<file path="src/rtl/lf_cap_cal_ctrl_if.sv">
// Bus between the CDR startup/config logic (master) and the loop-filter
// capacitor calibration controller (slave).
interface lf_cap_cal_ctrl_if #(
    parameter int NBITS = 4
);
    logic             start;
    logic             cmp_hi;
    logic             ovr_en;
    logic [NBITS-1:0] ovr_code;
    logic [NBITS-1:0] cap_trim;
    logic             dis_en;
    logic             chg_en;
    logic             busy;
    logic             done;
    logic             cal_valid;

    modport master (
        output start, cmp_hi, ovr_en, ovr_code,
        input  cap_trim, dis_en, chg_en, busy, done, cal_valid
    );

    modport slave (
        input  start, cmp_hi, ovr_en, ovr_code,
        output cap_trim, dis_en, chg_en, busy, done, cal_valid
    );
endinterface

</file>
<file path="src/rtl/lf_cap_cal_ctrl.sv">
// SAR calibration controller for the CDR loop-filter capacitor bank.
// Each trial code is exercised as discharge -> constant-current ramp ->
// settle -> comparator sample; the code is resolved MSB-first and the final
// value is held on cap_trim. All outputs are registered.
module lf_cap_cal_ctrl #(
    parameter int               NBITS      = 4,
    parameter int               DISCH_CYC  = 2,
    parameter int               RAMP_CYC   = 8,
    parameter int               SETTLE_CYC = 1,
    parameter logic [NBITS-1:0] TRIM_RST   = 4'b1000
) (
    input  logic              ck,
    input  logic              rst_n,
    lf_cap_cal_ctrl_if.slave  bus
);
    localparam int MAX_AB = (DISCH_CYC > RAMP_CYC) ? DISCH_CYC : RAMP_CYC;
    localparam int MAXC   = (MAX_AB > SETTLE_CYC) ? MAX_AB : SETTLE_CYC;
    // Counter holds (phase length - 1) and counts down to zero, so it only
    // needs to represent MAXC-1.
    localparam int CW     = (MAXC > 1) ? $clog2(MAXC) : 1;
    localparam int IDXW   = (NBITS > 1) ? $clog2(NBITS) : 1;
    localparam logic [NBITS-1:0] TRIM_MSB = NBITS'(1) << (NBITS - 1);

    typedef enum logic [2:0] {
        IDLE,
        DISCH,
        CHARGE,
        SETTLE,
        SAMPLE,
        DONE
    } state_t;

    state_t            state_reg;
    logic [CW-1:0]     cnt_reg;
    logic [IDXW-1:0]   idx_reg;
    logic [NBITS-1:0]  trim_reg;
    logic              dis_en_reg;
    logic              chg_en_reg;
    logic              busy_reg;
    logic              done_reg;
    logic              cal_valid_reg;
    logic [NBITS-1:0]  trim_next;

    // Code after a SAMPLE: current trial bit takes the comparator result, the
    // next-lower bit (if any) is raised as the following trial bit.
    generate
        for (genvar gi = 0; gi < NBITS; gi++) begin : g_trim
            if (gi < NBITS - 1) begin : g_lower
                assign trim_next[gi] = (idx_reg == IDXW'(gi))     ? bus.cmp_hi :
                                       (idx_reg == IDXW'(gi + 1)) ? 1'b1       :
                                                                    trim_reg[gi];
            end else begin : g_top
                assign trim_next[gi] = (idx_reg == IDXW'(gi)) ? bus.cmp_hi : trim_reg[gi];
            end
        end
    endgenerate

    // Calibration sequencer; every output is updated alongside the state so
    // that it is valid in the same cycle the state becomes current.
    always_ff @(posedge ck) begin
        if (!rst_n) begin
            state_reg     <= IDLE;
            cnt_reg       <= '0;
            idx_reg       <= IDXW'(NBITS - 1);
            trim_reg      <= TRIM_RST;
            dis_en_reg    <= 1'b0;
            chg_en_reg    <= 1'b0;
            busy_reg      <= 1'b0;
            done_reg      <= 1'b0;
            cal_valid_reg <= 1'b0;
        end else begin
            done_reg <= 1'b0;
            case (state_reg)
                IDLE: begin
                    if (bus.ovr_en) begin
                        trim_reg <= bus.ovr_code;
                    end else if (bus.start) begin
                        state_reg     <= DISCH;
                        busy_reg      <= 1'b1;
                        cal_valid_reg <= 1'b0;
                        idx_reg       <= IDXW'(NBITS - 1);
                        trim_reg      <= TRIM_MSB;
                        dis_en_reg    <= 1'b1;
                        cnt_reg       <= CW'(DISCH_CYC - 1);
                    end
                end
                DISCH: begin
                    if (cnt_reg == '0) begin
                        state_reg  <= CHARGE;
                        dis_en_reg <= 1'b0;
                        chg_en_reg <= 1'b1;
                        cnt_reg    <= CW'(RAMP_CYC - 1);
                    end else begin
                        cnt_reg <= cnt_reg - 1'b1;
                    end
                end
                CHARGE: begin
                    if (cnt_reg == '0) begin
                        state_reg  <= SETTLE;
                        chg_en_reg <= 1'b0;
                        cnt_reg    <= CW'(SETTLE_CYC - 1);
                    end else begin
                        cnt_reg <= cnt_reg - 1'b1;
                    end
                end
                SETTLE: begin
                    if (cnt_reg == '0) begin
                        state_reg <= SAMPLE;
                    end else begin
                        cnt_reg <= cnt_reg - 1'b1;
                    end
                end
                SAMPLE: begin
                    trim_reg <= trim_next;
                    if (idx_reg != '0) begin
                        idx_reg    <= idx_reg - 1'b1;
                        state_reg  <= DISCH;
                        dis_en_reg <= 1'b1;
                        cnt_reg    <= CW'(DISCH_CYC - 1);
                    end else begin
                        state_reg <= DONE;
                        done_reg  <= 1'b1;
                    end
                end
                DONE: begin
                    state_reg     <= IDLE;
                    busy_reg      <= 1'b0;
                    cal_valid_reg <= 1'b1;
                end
                default: begin
                    state_reg <= IDLE;
                end
            endcase
        end
    end

    assign bus.cap_trim  = trim_reg;
    assign bus.dis_en    = dis_en_reg;
    assign bus.chg_en    = chg_en_reg;
    assign bus.busy      = busy_reg;
    assign bus.done      = done_reg;
    assign bus.cal_valid = cal_valid_reg;

endmodule
</file>
<file path="src/flat_wrapper.sv">
// flat-port wrapper written by rule: the top's interface ports become plain ports
module lf_cap_cal_ctrl_flat 
#(
    parameter int               NBITS      = 4,
    parameter int               DISCH_CYC  = 2,
    parameter int               RAMP_CYC   = 8,
    parameter int               SETTLE_CYC = 1,
    parameter logic [NBITS-1:0] TRIM_RST   = 4'b1000
)
  (ck, rst_n, bus_start, bus_cmp_hi, bus_ovr_en, bus_ovr_code, bus_cap_trim, bus_dis_en, bus_chg_en, bus_busy, bus_done, bus_cal_valid);
  lf_cap_cal_ctrl_if #(.NBITS(NBITS)) bus_i ();
  input  logic ck;
  input  logic rst_n;
  input wire logic [$bits(bus_i.start)-1:0] bus_start;
  input wire logic [$bits(bus_i.cmp_hi)-1:0] bus_cmp_hi;
  input wire logic [$bits(bus_i.ovr_en)-1:0] bus_ovr_en;
  input wire logic [$bits(bus_i.ovr_code)-1:0] bus_ovr_code;
  output wire logic [$bits(bus_i.cap_trim)-1:0] bus_cap_trim;
  output wire logic [$bits(bus_i.dis_en)-1:0] bus_dis_en;
  output wire logic [$bits(bus_i.chg_en)-1:0] bus_chg_en;
  output wire logic [$bits(bus_i.busy)-1:0] bus_busy;
  output wire logic [$bits(bus_i.done)-1:0] bus_done;
  output wire logic [$bits(bus_i.cal_valid)-1:0] bus_cal_valid;
  assign bus_i.start = bus_start;
  assign bus_i.cmp_hi = bus_cmp_hi;
  assign bus_i.ovr_en = bus_ovr_en;
  assign bus_i.ovr_code = bus_ovr_code;
  assign bus_cap_trim = bus_i.cap_trim;
  assign bus_dis_en = bus_i.dis_en;
  assign bus_chg_en = bus_i.chg_en;
  assign bus_busy = bus_i.busy;
  assign bus_done = bus_i.done;
  assign bus_cal_valid = bus_i.cal_valid;
  lf_cap_cal_ctrl #(.NBITS(NBITS), .DISCH_CYC(DISCH_CYC), .RAMP_CYC(RAMP_CYC), .SETTLE_CYC(SETTLE_CYC), .TRIM_RST(TRIM_RST)) u_core (.ck(ck), .rst_n(rst_n), .bus(bus_i));
endmodule
</file>
<file path="config.mk">
export PLATFORM = sky130hd
export DESIGN_NAME = lf_cap_cal_ctrl_flat
export DESIGN_NICKNAME = d
export VERILOG_FILES = /design/src/rtl/lf_cap_cal_ctrl_if.sv /design/src/rtl/lf_cap_cal_ctrl.sv /design/src/flat_wrapper.sv
export SDC_FILE = /design/constraint.sdc
export NUM_CORES = 1
export LEC_CHECK = 0
export BUFFER_PORTS_ARGS = -buffer_cell sky130_fd_sc_hd__buf_2
export CORE_UTILIZATION = 48
export DETAILED_ROUTE_END_ITERATION = 8
export GPL_ROUTABILITY_DRIVEN = 0
export GPL_TIMING_DRIVEN = 1
export PLACE_DENSITY = 0.83
export SETUP_SLACK_MARGIN = 0.05
export SLEW_MARGIN = 20
export SYNTH_ARGS = -nofsm -noshare
export SYNTH_HDL_FRONTEND = slang
export SYNTH_SLANG_ARGS = --single-unit
export TNS_END_PERCENT = 10
</file>
<file path="constraint.sdc">
create_clock -name ck -period 1.5 [get_ports ck]
set_clock_uncertainty 0.05 [all_clocks]
set_input_delay 0.075 -clock ck [delete_from_list [all_inputs] [get_ports ck]]
set_output_delay 0.075 -clock ck [all_outputs]
set_load 0.005 [all_outputs]
</file>
==> run summary <==
The flow ran to the end, but the final reports show violations. The checks that failed: DRC. For the storage element area, the log shows 347.8 µm². The tools report the startpoint class of the critical path as a register.

In this run the post-CTS setup repair buffer count came out at 0. TritonCTS built the clock tree. The run gives 17 as the maximum number of pins on one net before global-route repair.

In this run the worst hold path is classified as primary input to register. The first global-routing pass estimated 3491 µm of wire. The worst-case IR drop observed on VDD is 962.2 µV. The routed via count was 977. Aggregate global-route resource usage: 0.2257. Number of nets in the layout: 162. The area of the multi-input gates came out at 660.6 µm². The top cell types in the final layout, fill and taps aside, are 17 x sky130_fd_sc_hd__buf_2, 13 x sky130_fd_sc_hd__buf_4, 13 x sky130_fd_sc_hd__dfxtp_1.

Once detailed placement completed, the half-perimeter wirelength came to 1768 µm. The logs give 0 for the number of failing setup endpoints in the final timing report and 0.5705 nW for the static leakage. For the number of H-tree branching levels, the log shows 1. For the finished layout, the period the worst path requires is 1.497 ns. Counting every instance in the synthesized netlist gives 116. Of all nets on the critical path, the largest fanout is 3.

The number of nets in the synthesized netlist is 131. Leaving out fill and tap cells, the most frequent cell in the layout is sky130_fd_sc_hd__buf_2. The tools report the first element of the critical path as u_core.cnt_reg[1]$_SDFFE_PN0P_. The run gives 25 as the initial detailed-routing violation count. At the placement stage, the worst setup path has a slack of -0.02081 ns. The worst setup path is captured at a register.

The tools report the I/O pin count as 18. The proportion of power drawn by combinational gates was 0.479; the mean post-synth cell area was 8.575 µm². The final antenna-violating net count was 0. The detail-routed via count per cell came out at 5.647. The critical path ends at u_core.cnt_reg[2]$_SDFFE_PN0P_. The logs give 0.370 for the sequential share of power and 3 for the number of buffers created by CTS. The largest single stage delay on the critical path is 0.36 ns. The aggregate global routing overflow was 0. The clock root buffer was sky130_fd_sc_hd__clkbuf_4.

For this run, the number of Yosys warnings is 0. The core outline area came out at 0.001962 mm². The clock reaches the later pin of the worst-skew pair after 0.30 ns. The normalized max-slew margin was 0.7040; the total negative setup slack was 0 ns. Count of different cell masters after synthesis: 40. For the worst flop-to-flop path, the logic depth is 6. The type of the worst setup path is register to register.

Buffers placed on the I/O ports in this run total 17. For this design the ratio of total power to cell area is 1310 mW/mm². The data required time at the worst endpoint came out at 1.70 ns. The synthesized design contains 17 register bits. The run gives 1.70 ns as the worst path arrival time. For the clock network fraction of total power, the log shows 0.151. Signal routing reaches up to met4. The count of final max-slew check failures came out at 0. The share of synthesized registers carrying an async set or reset is 0, and the final clock period utilization by the worst path is 0.9978. Summed over all nets, the switching power comes to 641.3 µW. The tools report the number of fillers in the final layout as 169. Setup repair after global routing could not meet its margin everywhere. From synthesis to final layout, the design area changed by 29.43%.

For flop-to-flop paths, the worst setup slack is 0.003 ns. The smallest hold slack came out at 0.1279 ns. CTS saw 17 sinks.

For this run, the detailed router's first-pass iteration total came to 7. The met3 layer wire length in the routed design came out at 91 µm. Among all stages on the critical path, the largest delay is contributed by sky130_fd_sc_hd__or3_4. The tools report the met2 wire length as 1125 µm. The wire length on met1 came out at 1111 µm. The starting density of the core was 0.5070; the clock transition time at the flip-flop clock pins of the worst setup and hold paths was 0.10 ns. For the internal power summed over all cells, the log shows 1.046 mW.

The clock passes through at most 2 buffers. In this run the critical register-to-register path is captured at u_core.cnt_reg[2]$_SDFFE_PN0P_. The tool flagged a number of max-cap violations equal to 0.

The tools report the share of synthesized area occupied by flip-flops and latches as 0.3421. The cell area that synthesis handed to floorplanning was 994.7 µm². Timing would allow up to 0.6681 GHz. The share of final-layout standard cells stronger than drive strength 1 is 0.3904, and the row count is 16.

The logs give 2389 µm for the total wire length and 829 for the number of global-route vias before repair. Dividing the detail-routed wire length by the instance count gives 13.81 µm. The startpoint identified for the worst register-to-register timing path is u_core.cnt_reg[1]$_SDFFE_PN0P_. The switching fraction of total power was 0.3801. Count of unresolved DRC violations after routing: 1. In the post-route analysis, the smallest setup slack over all paths is 0.003260 ns. The width of the die works out to 47.52 µm. Number of failing hold endpoints at the final stage: 0. Measured along the y axis, the die boundary spans 47.52 µm. The dominant register cell in the synthesized netlist was sky130_fd_sc_hd__dfxtp_1. The tools report the initial antenna violation count as 0. The register with the most flip-flops in the layout has 4 of them. Area enclosed by the die boundary: 0.002258 mm². The startpoint identified for the worst hold timing path is bus_cmp_hi. The transition at the pin with the smallest max-transition slack came out at 0.4379 ns. The critical path goes through inv_2 > ha_4 > and3b_1 > or3_4 > nor3b_2 > a311o_1. Yosys mapped a number of flops with a built-in enable equal to 0.

The number of antenna diodes in the final layout is 0.
synthesized netlist by cell type (3+ instances only):
cell | n | area share
sky130_fd_sc_hd__o21ai_0 | 9 | 0.045
sky130_fd_sc_hd__o311ai_1 | 4 | 0.035
sky130_fd_sc_hd__nor2b_1 | 4 | 0.025
sky130_fd_sc_hd__inv_1 | 6 | 0.023
sky130_fd_sc_hd__dfxtp_1 | 17 | 0.34
sky130_fd_sc_hd__nor2_1 | 7 | 0.026
sky130_fd_sc_hd__a311o_1 | 3 | 0.030
sky130_fd_sc_hd__a21oi_1 | 10 | 0.050
sky130_fd_sc_hd__nand2_1 | 8 | 0.030
sky130_fd_sc_hd__ha_1 | 6 | 0.075
sky130_fd_sc_hd__nand2b_1 | 3 | 0.019
power by group through the flow:
stage               Combinational [mW]  Sequential [mW]  Clock, mW
CTS                              0.774            0.625      0.262
global route                     0.893            0.634      0.276
finish                           0.808            0.624      0.255
floorplan                        0.526            0.614          0
global placement                 0.732            0.627          0
detailed placement               0.762            0.630          0
routing by layer:
metal,vias to the layer above,global-route usage
li1,485,-
met1,462,0.2909
met2,23,0.3397
met3,7,0.09057
met4,0,0.08000
met5,-,0
cells by family (layout without fill, tap and decap cells):
family | after synthesis | in the layout | synth area share
and+or+nand+nor | 39 | 39 | 0.2352
muxes | 1 | 1 | 0.01006
xor gates and xnor gates | 1 | 1 | 0.008807
adders and majority gates | 6 | 6 | 0.07547
DFF | 17 | 17 | 0.3421
AOI/OAI and AO/OA | 40 | 40 | 0.2729
buffers and inverters | 12 | 42 | 0.05534
through the flow:
stage                     power, mW  cell area [µm²]    util  std cells
after floorplan               1.140             1028       -        116
after global placement        1.359             1216  0.6199        168
after detailed placement      1.391             1216  0.6199        168
after CTS                     1.662             1264  0.6441        173
after global routing          1.803             1287  0.6563        173
final                         1.687             1287  0.6563        173
worst max-delay path, delay by kind of cell, from the launching register on:
family                   cells  cell delay, ns
buffers and inverters        1            0.05
AO/OA/AOI/OAI                1            0.12
AND/OR/NAND/NOR              3            0.73
flip-flops                   1            0.35
adder cells (fa/ha/maj)      1            0.15
what timing repair did:
action,4_1_cts,5_1_grt
hold endpoints to repair,1,0
hold buffers,1,0
gates resized for setup,6,5
endpoints found under the setup margin,6,8
pin swaps,2,1
layout make-up:
cell class                      instances  share of cell area
Inverter                                7             0.02041
Sequential cell                        17              0.2702
Tap cell                               27             0.02624
Multi-Input combinational cell         87              0.5131
Timing Repair Buffer                   31              0.1497
Clock buffer                            4             0.02041
worst min path at each step:
| stage | end | slack (ns) | cells past startpoint |
|---|---|---|---|
| 2_1_floorplan | u_core.cnt_reg[1]$_SDFFE_PN0P_ | 0.18 | 1 |
| 3_3_place_gp | u_core.state_reg[1]$_SDFFE_PN0P_ | 0.33 | 3 |
| 3_5_place_dp | u_core.state_reg[1]$_SDFFE_PN0P_ | 0.33 | 3 |
| 4_1_cts | u_core.bus.cap_trim[3]$_SDFFE_PN1P_ | 0.13 | 3 |
| 5_1_grt | u_core.bus.cap_trim[3]$_SDFFE_PN1P_ | 0.16 | 3 |
| 6_report | u_core.bus.cap_trim[3]$_SDFFE_PN1P_ | 0.13 | 3 |
Power figures use the tool's default switching activity.
